--- config.mk ---
export PLATFORM = sky130hd
export DESIGN_NAME = if_id_ctrl
export DESIGN_NICKNAME = d
export VERILOG_FILES = /design/src/rtl/if_id_pkg.sv /design/src/rtl/sat_counter.sv /design/src/rtl/if_id_ctrl.sv
export SDC_FILE = /design/constraint.sdc
export NUM_CORES = 1
export LEC_CHECK = 0
export BUFFER_PORTS_ARGS = -buffer_cell sky130_fd_sc_hd__buf_2
export CAP_MARGIN = 30
export CORE_UTILIZATION = 34
export DETAILED_ROUTE_END_ITERATION = 8
export PLACE_DENSITY_LB_ADDON = 0.1
export SLEW_MARGIN = 40
export SYNTH_ARGS = -nofsm -noshare
export SYNTH_HDL_FRONTEND = slang
export SYNTH_SLANG_ARGS = --single-unit
export TNS_END_PERCENT = 50
--- constraint.sdc ---
create_clock -name clk -period 1.2 [get_ports clk]
set_input_delay 0.24 -clock clk [delete_from_list [all_inputs] [get_ports clk]]
set_output_delay 0.24 -clock clk [all_outputs]
set_load 0.01 [all_outputs]
--- src/rtl/if_id_pkg.sv ---
`default_nettype none
// ============================================================================
// Module   : if_id_pkg
// Purpose  : Shared definitions for the dual-issue IF/ID pipeline register
//            and its control sequencer.
//            - st_t          : sequencer state encoding (RUN / FLUSH)
//            - FLUSH_CYCLES_DEF : default flush window length
//            - SLOT1 / SLOT2 : slot indices used by the sequencer and decoder
// Revision : 1.0 - initial release
// ============================================================================
package if_id_pkg;

  typedef enum logic {
    RUN   = 1'b0,
    FLUSH = 1'b1
  } st_t;

  localparam int FLUSH_CYCLES_DEF = 2;

  localparam int SLOT1 = 0;
  localparam int SLOT2 = 1;

endpackage : if_id_pkg
`default_nettype wire

--- src/rtl/sat_counter.sv ---
`default_nettype none
// ============================================================================
// Module   : sat_counter
// Purpose  : Event counter that increments by one per cycle with inc=1 and
//            holds at all-ones once saturated.
// Ports    : clk   - rising-edge clock
//            reset - synchronous active-high reset, clears the count
//            inc   - count this cycle
//            count - current count value (CNT_W bits)
// Revision : 1.0 - initial release
// ============================================================================
module sat_counter #(
  parameter int CNT_W = 16
) (
  input  logic             clk,
  input  logic             reset,
  input  logic             inc,
  output logic [CNT_W-1:0] count
);

  logic [CNT_W-1:0] r_count;

  always_ff @(posedge clk) begin
    if (reset) begin
      r_count <= '0;
    end else if (inc && (r_count != '1)) begin
      r_count <= r_count + 1'b1;
    end
  end

  assign count = r_count;

endmodule : sat_counter
`default_nettype wire

--- src/rtl/if_id_ctrl.sv ---
`default_nettype none
// ============================================================================
// Module   : if_id_ctrl
// Purpose  : Per-cycle sequencer for the dual-issue IF/ID pipeline register.
//            Generates stall / flush / loop controls for the register and a
//            fetch-hold for the fetch stage. Owns the multi-cycle flush window
//            after a redirect and the partial-dispatch replay (I1 taken, I2
//            re-presented through the loop path).
// Ports    : clk, reset          - clock, synchronous active-high reset
//            i1v, i2v            - slot valids held in the IF/ID register
//            dec_take[1:0]       - decoder consumed slot 1 / slot 2
//            backend_full        - dispatch cannot accept this cycle
//            redirect            - single-cycle branch redirect pulse
//            pr_stall, pr_flush, pr_loop - IF/ID register controls
//            fetch_hold          - freeze fetch PC and outputs
//            flush_busy          - flush window active
//            stall_count, flush_count, loop_count - performance counters
// Config   : PERF_CNT_EN - when defined, the three counters are implemented
//            as saturating counters; otherwise they are tied to zero.
// Revision : 1.0 - initial release
// ============================================================================
module if_id_ctrl
  import if_id_pkg::*;
#(
  parameter int FLUSH_CYCLES = FLUSH_CYCLES_DEF,
  parameter int CNT_W        = 16
) (
  input  logic             clk,
  input  logic             reset,
  input  logic             i1v,
  input  logic             i2v,
  input  logic [1:0]       dec_take,
  input  logic             backend_full,
  input  logic             redirect,
  output logic             pr_stall,
  output logic             pr_flush,
  output logic             pr_loop,
  output logic             fetch_hold,
  output logic             flush_busy,
  output logic [CNT_W-1:0] stall_count,
  output logic [CNT_W-1:0] flush_count,
  output logic [CNT_W-1:0] loop_count
);

  localparam logic [3:0] c_FLUSH_LOAD = 4'(FLUSH_CYCLES - 1);

  st_t        r_st;
  logic [3:0] r_fcnt;

  logic w_t1, w_t2, w_l1, w_l2;
  logic w_stall, w_flush, w_loop, w_hold, w_busy;

  // The decoder consumes in order: slot 2 only counts as taken when slot 1
  // was taken too, or slot 1 holds nothing.
  assign w_t1 = dec_take[SLOT1] & i1v;
  assign w_t2 = dec_take[SLOT2] & i2v & (w_t1 | ~i1v);
  assign w_l1 = i1v & ~w_t1;
  assign w_l2 = i2v & ~w_t2;

  always_comb begin
    w_stall = 1'b0;
    w_flush = 1'b0;
    w_loop  = 1'b0;
    w_hold  = 1'b0;
    w_busy  = 1'b0;
    if (reset) begin
      // everything held low during reset
    end else if (redirect) begin
      w_flush = 1'b1;
    end else if (r_st == FLUSH) begin
      w_flush = 1'b1;
      w_busy  = 1'b1;
    end else if (backend_full) begin
      // back-pressure stalls even an empty register
      w_stall = 1'b1;
      w_hold  = 1'b1;
    end else if (!w_l1 && !w_l2) begin
      // all consumed or empty: register loads fresh fetch
    end else if (w_t1 && w_l2) begin
      // partial dispatch: decoder re-presents I2 in slot 1 via the loop path
      w_loop = 1'b1;
      w_hold = 1'b1;
    end else begin
      w_stall = 1'b1;
      w_hold  = 1'b1;
    end
  end

  always_ff @(posedge clk) begin
    if (reset) begin
      r_st   <= RUN;
      r_fcnt <= 4'd0;
    end else if (redirect) begin
      // a redirect inside the window restarts it
      if (FLUSH_CYCLES > 1) begin
        r_st   <= FLUSH;
        r_fcnt <= c_FLUSH_LOAD;
      end
    end else if (r_st == FLUSH) begin
      r_fcnt <= r_fcnt - 4'd1;
      if (r_fcnt == 4'd1) begin
        r_st <= RUN;
      end
    end
  end

  assign pr_stall   = w_stall;
  assign pr_flush   = w_flush;
  assign pr_loop    = w_loop;
  assign fetch_hold = w_hold;
  assign flush_busy = w_busy;

`ifdef PERF_CNT_EN
  logic w_redirect_acc;
  assign w_redirect_acc = redirect & ~reset;

  sat_counter #(.CNT_W(CNT_W)) u_stall_cnt (
    .clk   (clk),
    .reset (reset),
    .inc   (w_stall),
    .count (stall_count)
  );

  sat_counter #(.CNT_W(CNT_W)) u_flush_cnt (
    .clk   (clk),
    .reset (reset),
    .inc   (w_redirect_acc),
    .count (flush_count)
  );

  sat_counter #(.CNT_W(CNT_W)) u_loop_cnt (
    .clk   (clk),
    .reset (reset),
    .inc   (w_loop),
    .count (loop_count)
  );
`else
  assign stall_count = '0;
  assign flush_count = '0;
  assign loop_count  = '0;
`endif

  a_ctrl_exclusive : assert property (@(posedge clk)
    $onehot0({pr_stall, pr_flush, pr_loop}));

endmodule : if_id_ctrl
`default_nettype wire

Word-level counts from Yosys, hierarchy flattened
Cells that the tools add are included.
{"block": "totals", "input_bits": 8, "word_cells": 47, "output_inout_bits": 53, "reg_bits": 5}
{"block": "classes", "n_mux": 27, "add_sub_neg": 1, "n_bitwise": 9, "n_eq_ne": 1, "n_reduce_logical": 6}
{"op": "$mux 1", "count": 27}
{"op": "$and 1x1->1", "count": 5}
{"op": "$eq 4x1->1 const B", "count": 1}
{"op": "$sub 4x1->4 const B", "count": 1}
{"op": "$not 1->1", "count": 3}
{"op": "$logic_and 1x1->1", "count": 2}
{"op": "$logic_not 1->1", "count": 2}
{"op": "$reduce_bool 2->1", "count": 1}
{"op": "$reduce_or 2->1", "count": 1}
{"op": "$or 1x1->1", "count": 1}

Depth between registers and ports, before layout
Gate-level depths: netlist of the first run.
{"block": "logic_depth", "ltp_word": 12, "ltp_mapped": 4, "depth_no_buf": 4}

Least setup slack after synthesis of the first run
Ideal clock, no wire load.
{"block": "synth_timing", "path_kind": "register to output", "startpoint": "reg r_st", "endpoint": "out pr_loop", "path_slack_ps": -186, "t_required_ps": 960, "n_path_buf": 1, "path_stages_with_launch": 4, "t_arrival_ps": 1146, "path_cell_list": "dfxtp_1 -> buf_6 -> or3_4 -> nor4_2"}
{"block": "synth_via", "elab_chain_len": 3}
{"item": "start: declaration", "line": "if_id_ctrl.sv:47", "source": "st_t r_st;"}
{"item": "start signal: assignment", "line": "if_id_ctrl.sv:91", "source": "r_st <= RUN;"}
{"item": "start signal: assignment", "line": "if_id_ctrl.sv:96", "source": "r_st <= FLUSH;"}
{"item": "start signal: assignment", "line": "if_id_ctrl.sv:102", "source": "r_st <= RUN;"}
{"item": "$mux 1", "line": "if_id_ctrl.sv:70", "source": "end else if (r_st == FLUSH) begin"}
{"item": "$mux 1", "line": "if_id_ctrl.sv:68", "source": "end else if (redirect) begin"}
{"item": "$mux 1", "line": "if_id_ctrl.sv:66", "source": "if (reset) begin"}
{"item": "end: declaration", "line": "if_id_ctrl.sv:37", "source": "output logic pr_loop,"}
Every way passes these cells.

Worst setup path after layout of the first run
Ends and elaborated chain as after synthesis.

==> flow_metrics.py, run 1 <==
metrics = {
    "status": {
        "outcome": "complete, but fails checks",
        "violations": "setup timing",
    },
    "clock_network": {
        "cts_buffer_depth": 2,
        "worstSkewPairLatency_ns": 0.24,
        "cts_made_buffers": 3,
        "cts_max_level": 1,
        "clkTransAtPathRegs_ns": 0.05,
        "cts-root-buf": "clkbuf_4",
        "cts_tree": "yes",
        "cts_hold_buf": 0,
        "cts.sinks": 5,
    },
    "pwr": {
        "p_seq_frac": 0.319,
        "swShare": 0.368,
        "ir_drop_mv": 0.366,
        "clockPowerShare": 0.331,
        "powerDensity_mw_per_mm2": 789,
        "internal-power_mw": 0.373,
        "switching_power_mw": 0.217,
        "comb_power_share": 0.351,
        "p_leak_nw": 0.401,
    },
    "finish": {
        "final_nets": 121,
        "area_growth_syn_to_layout_pct": 7.36,
        "fin_util": 0.385,
        "fillCellCount": 234,
        "layout-drive-gt1-share": 0.327,
        "design_area_um2": 748,
        "n_antenna_cell": 0,
        "seq_area_um2": 103,
        "multi_input_area_um2": 432,
    },
    "yosys": {
        "synth-seq-cells": 5,
        "yosys.area.top_type": "buf_4",
        "ys_types": 23,
        "seq_area_frac_synth": 0.144,
        "netlist_area_um2": 697,
        "synth_cells": 88,
        "synth.top_cell.area_share": 0.517,
        "synth_common_cells": "buf_4, inv_1, dfxtp_1, nor2_1, nand2b_1",
        "synth_edf_count": 0,
        "synth_ff_type": "dfxtp_1",
        "ys_top_cells_by_area": "buf_4, dfxtp_1, ha_1, inv_1, nand2b_1",
        "syn_avg_cell_area_um2": 7.92,
        "async_reset_ff_frac": 0,
        "yosys_warnings": 0,
        "yosysMostFrequentCell": "buf_4",
    },
    "floorplanning": {
        "start_util": 0.359,
        "core_mm2": 0.00194,
        "rows": 16,
        "dieArea_mm2": 0.00223,
        "num_io_pins": 61,
        "fp.dieH_um": 47.3,
        "die_w_um": 47.3,
    },
    "routing": {
        "drt-initial-drc-count": 15,
        "totalWireLength_um": 908,
        "viasPerCell": 3.51,
        "remaining_drc_errors": 0,
        "routedWlPerCell_um": 6.63,
        "via_count": 481,
        "antenna_left": 0,
        "drt_pass1_iterations": 3,
    },
    "sta": {
        "setup_viol": 5,
        "min_period_ns": 1.47,
        "hold_ws_ns": 0.289,
        "final-hold-violation-count": 0,
        "rsz0062_at_grt": "yes",
        "slew_violations": 0,
        "worst_slack_ns": -0.271,
        "timing.fmax_ghz": 0.680,
        "min_period_over_period": 1.23,
        "finalClockSkew_ns": 0.00740,
    },
    "worst_setup_path": {
        "worstPathRequired_ns": 0.96,
        "crit_chain": "or3_4 > nor4_4 > buf_2",
        "critPathTopFamily": "simple AND/OR/NAND/NOR gates",
        "cp_slowest_cell": "or3_4",
        "endpoint_kind": "primary output",
        "path_buf_inv": 1,
        "cp-start-kind": "flop",
        "cp_slowest_stage_delay_ns": 0.38,
        "worstPathArrival_ns": 1.23,
        "path_max_fanout": 3,
        "critical_path_class": "reg -> out",
    },
    "worst_hold_path": {
        "hp-class": "in -> reg",
    },
    "global_route": {
        "grt_pass1_vias": 340,
        "grt_max_degree": 8,
        "grt_pass1_wl_um": 1300,
        "grt_overflow_total": 0,
        "antenna_found_initial": 0,
        "track_usage": 0.0883,
    },
    "placement": {
        "port-buffer-count": 12,
        "dp_hpwl_um": 797,
        "pre_cts_slack_ns": -0.203,
        "routabilityCongestion": 0.719,
        "placed_area_um2": 687,
    },
    "job": {
        "maxCapViolations": 0,
    },
}
[placed cells by master (no fill, tap or decap)]
cell type  instances
a21bo_2            1
nor3_1             1
buf_4              7
nor2_1             4
ha_1               2
nand3b_1           1
a21oi_1            2
conb_1            48
a211oi_1           1
nor2_4             1
or3b_2             1
or3_4              1
nor3b_1            1
nor4b_2            1
dfxtp_2            2
nor4_4             1
clkbuf_4           3
nand2b_1           3
buf_6              2
clkinv_2           1
a31oi_4            2
inv_1              6
buf_2             11
dfxtp_1            3
or2_2              1
xnor2_1            1
mux2_2             1
a311oi_1           1
[logic make-up after synthesis]
logic type,after synthesis,synth area share
buf+inv,55,0.566
flops,5,0.144
simple gates,16,0.151
fa+ha+maj,2,0.0359
mux,1,0.0162
compound gates,7,0.0700
other cells,1,0.00538
xor+xnor,1,0.0126
[cell type report]
| cell class | count | share of cell area |
|---|---|---|
| Multi-Input combinational cell | 75 | 0.577 |
| Timing Repair Buffer | 20 | 0.174 |
| Inverter | 6 | 0.0301 |
| Clock inverter | 1 | 0.00669 |
| Sequential cell | 5 | 0.137 |
| Clock buffer | 3 | 0.0301 |
| Tap cell | 27 | 0.0452 |
[timing repair]
action | 4_1_cts | 5_1_grt
buffers inserted | 1 | 0
gates resized for setup | 5 | 2
cloned | 0 | 0
pin swaps | 2 | 0
hold endpoints to repair | 0 | 0
setup endpoints to repair | 5 | 6
[sequential cells by signal, summed over array words and instances, names as in the netlist]
register / flops
r_fcnt: 4
r_st: 1
[worst paths after layout]
path,start,endpoint,slack (ns),cells after the start
worst max-delay path,r_st,pr_loop,-0.27,3
worst max register to register,r_st,r_fcnt[3],0.07,3
worst min register to register,r_fcnt[1],r_fcnt[1],0.51,2
worst min-delay path,reset,r_fcnt[0],0.29,3
[worst min-delay path, stage by stage]
cell and delay (ns):
buf_2 0.09, buf_4 0.13, a21oi_1 0.04
[metal layers]
layer | vias up | track usage | wire length, um | share of wire
li1 | 231 | - | - | -
met1 | 216 | 0.0886 | 361 | 0.40
met2 | 32 | 0.145 | 441 | 0.49
met3 | 2 | 0.0346 | 95 | 0.10
met4 | 0 | 0.0686 | 10 | 0.011
met5 | - | 0 | 0 | 0
[power by group through the flow]
stage	Clock, mW	Combinational (mW)	Sequential, mW
2_1_floorplan	0	0.261	0.187
6_report	0.195	0.207	0.188
5_1_grt	0.222	0.237	0.189
4_1_cts	0.210	0.203	0.187
3_3_place_gp	0	0.189	0.190
3_5_place_dp	0	0.190	0.190
[through the flow]
stage | power (mW) | setup TNS (ns) | instances
final | 0.590 | -0.975 | 137
after global routing | 0.648 | -1.30 | 137
after CTS | 0.600 | -1.07 | 137
after detailed placement | 0.380 | -0.504 | 132
after global placement | 0.379 | -0.477 | 132
after floorplan | 0.448 | -0.00978 | 135
Note: power is estimated with default switching activity, not from simulation.
==> inputs of run 2 (changes only) <==
--- a/config.mk
+++ b/config.mk
@@ -8,6 +8,8 @@
 export BUFFER_PORTS_ARGS = -buffer_cell sky130_fd_sc_hd__buf_2
 export CAP_MARGIN = 30
 export CORE_UTILIZATION = 34
+export CTS_BUF_LIST = sky130_fd_sc_hd__clkbuf_8 sky130_fd_sc_hd__clkbuf_16
+export CTS_CLUSTER_SIZE = 30
 export DETAILED_ROUTE_END_ITERATION = 8
 export PLACE_DENSITY_LB_ADDON = 0.1
 export SLEW_MARGIN = 40
==> run 2 against run 1 <==
Net effect:
- the run still ends with setup timing left
- combinational power about the same
- die area unchanged
- register-to-register slack about the same
- first-iteration DRC count unchanged
- largest cell class unchanged
- largest power group is now clock
==> flow_metrics.py, run 2 (same netlist as run 1, synthesis figures left out) <==
metrics = {
    "status": {
        "outcome": "complete, but fails checks",
        "violations": "setup timing",
    },
    "pwr": {
        "power_mw": 0.707,
        "powerDensity_mw_per_mm2": 919,
        "ir_drop_mv": 0.472,
        "p_leak_nw": 0.409,
    },
    "sta": {
        "setup-tns-final_ns": -0.839,
        "min_period_ns": 1.44,
        "rsz0062_at_grt": "yes",
        "slew_violations": 0,
        "final-hold-violation-count": 0,
        "min_period_over_period": 1.20,
        "setup_viol": 5,
        "timing.fmax_ghz": 0.693,
        "finalClockSkew_ns": 0.00441,
        "worst_slack_ns": -0.244,
    },
    "finish": {
        "final-instance-count-excl-fill": 137,
        "multi_input_area_um2": 434,
        "fillCellCount": 230,
        "final_nets": 121,
        "fin_util": 0.396,
        "largest_register_ffs": 4,
        "layout_common_cells": "conb_1, buf_2, buf_4",
        "largest_register": "r_fcnt",
        "area_growth_syn_to_layout_pct": 10.4,
        "n_antenna_cell": 0,
        "seq_area_um2": 103,
        "largest_registers": "r_fcnt: 4 flops, r_st: 1 flops",
        "final_common_cell": "conb_1",
        "layout-drive-gt1-share": 0.327,
    },
    "placement": {
        "dp.cells": 132,
        "routabilityCongestion": 0.719,
        "dp_hpwl_um": 797,
        "pre_cts_slack_ns": -0.203,
        "port-buffer-count": 12,
    },
    "clock_network": {
        "cts.sinks": 5,
        "cts_tree": "yes",
        "cts_made_buffers": 3,
        "cts-root-buf": "clkbuf_8",
        "cts_buffer_depth": 2,
        "clkTransAtPathRegs_ns": 0.04,
        "worstSkewPairLatency_ns": 0.22,
        "cts_max_level": 1,
    },
    "routing": {
        "drt-initial-drc-count": 15,
        "remaining_drc_errors": 0,
        "via_count": 478,
        "totalWireLength_um": 917,
        "viasPerCell": 3.49,
        "antenna_left": 0,
        "drt_pass1_iterations": 3,
        "routedWlPerCell_um": 6.69,
    },
    "floorplanning": {
        "num_io_pins": 61,
        "die_w_um": 47.3,
        "rows": 16,
        "start_util": 0.359,
        "core_mm2": 0.00194,
        "fp.dieH_um": 47.3,
        "dieArea_mm2": 0.00223,
    },
    "worst_setup_path": {
        "critical_path_class": "reg -> out",
        "worstPathRequired_ns": 0.96,
        "endpoint_kind": "primary output",
        "path_max_fanout": 3,
        "worstPathArrival_ns": 1.20,
        "cp-start-kind": "flop",
    },
    "job": {
        "maxCapViolations": 0,
    },
    "global_route": {
        "antenna_found_initial": 0,
        "grt_overflow_total": 0,
        "grt_pass1_vias": 340,
        "grt_pass1_wl_um": 1300,
        "track_usage": 0.0883,
        "grt_max_degree": 8,
    },
    "worst_hold_path": {
        "hp-class": "in -> reg",
    },
}
## run 2: cell counts in the layout (fill, tap and decap cells not counted)
No cell type changed its count.
## run 2: routing by layer
| metal | share of wire | wire length (um) | track usage | up-vias |
|---|---|---|---|---|
| li1 | - | - | - | 230 |
| met1 | 0.40 | 365 | 0.0886 | 214 |
| met3 | 0.10 | 96 | 0.0346 | 2 |
| met5 | 0 | 0 | 0 | - |
| met4 | 0.011 | 10 | 0.0686 | 0 |
| met2 | 0.48 | 444 | 0.145 | 32 |
## run 2: final timing paths
check,startpoint,end,slack [ns],depth (start not counted)
max,r_st,pr_loop,-0.24,3
min,reset,r_fcnt[0],0.32,3
max reg2reg,r_st,r_fcnt[3],0.07,3
min reg2reg,r_fcnt[1],r_fcnt[1],0.51,2
## run 2: area by class of cell
cell class	count	area share
multi-input combinational	75	0.564
clock buffer	3	0.0537
timing repair buffer	20	0.169
tap	27	0.0439
sequential	5	0.133
inverter	6	0.0293
clock inverter	1	0.00650
## run 2: critical path: stages (launching register included)
cell,delay (ns)
dfxtp_2,0.31
or3_4,0.38
nor4_4,0.13
buf_2,0.16
## run 2: repair_timing
action | 4_1_cts | 5_1_grt
gates resized for setup | 6 | 2
endpoints found under the hold margin | 0 | 0
endpoints found under the setup margin | 5 | 6
pin swaps | 2 | 0
hold buffers | 0 | 0
setup buffers | 1 | 0
## run 2: through the flow
step | area, um2 | hold slack (ns)
floorplan | 912 | 0.309
global placement | 687 | 0.483
detailed placement | 687 | 0.490
CTS | 762 | 0.318
global route | 769 | 0.331
finish | 769 | 0.317
## run 2: power breakdown
group	internal (mW)	switching, mW
clock network	0.223	0.0871
logic	0.0748	0.133
registers	0.179	0.00954
total	0.477	0.230
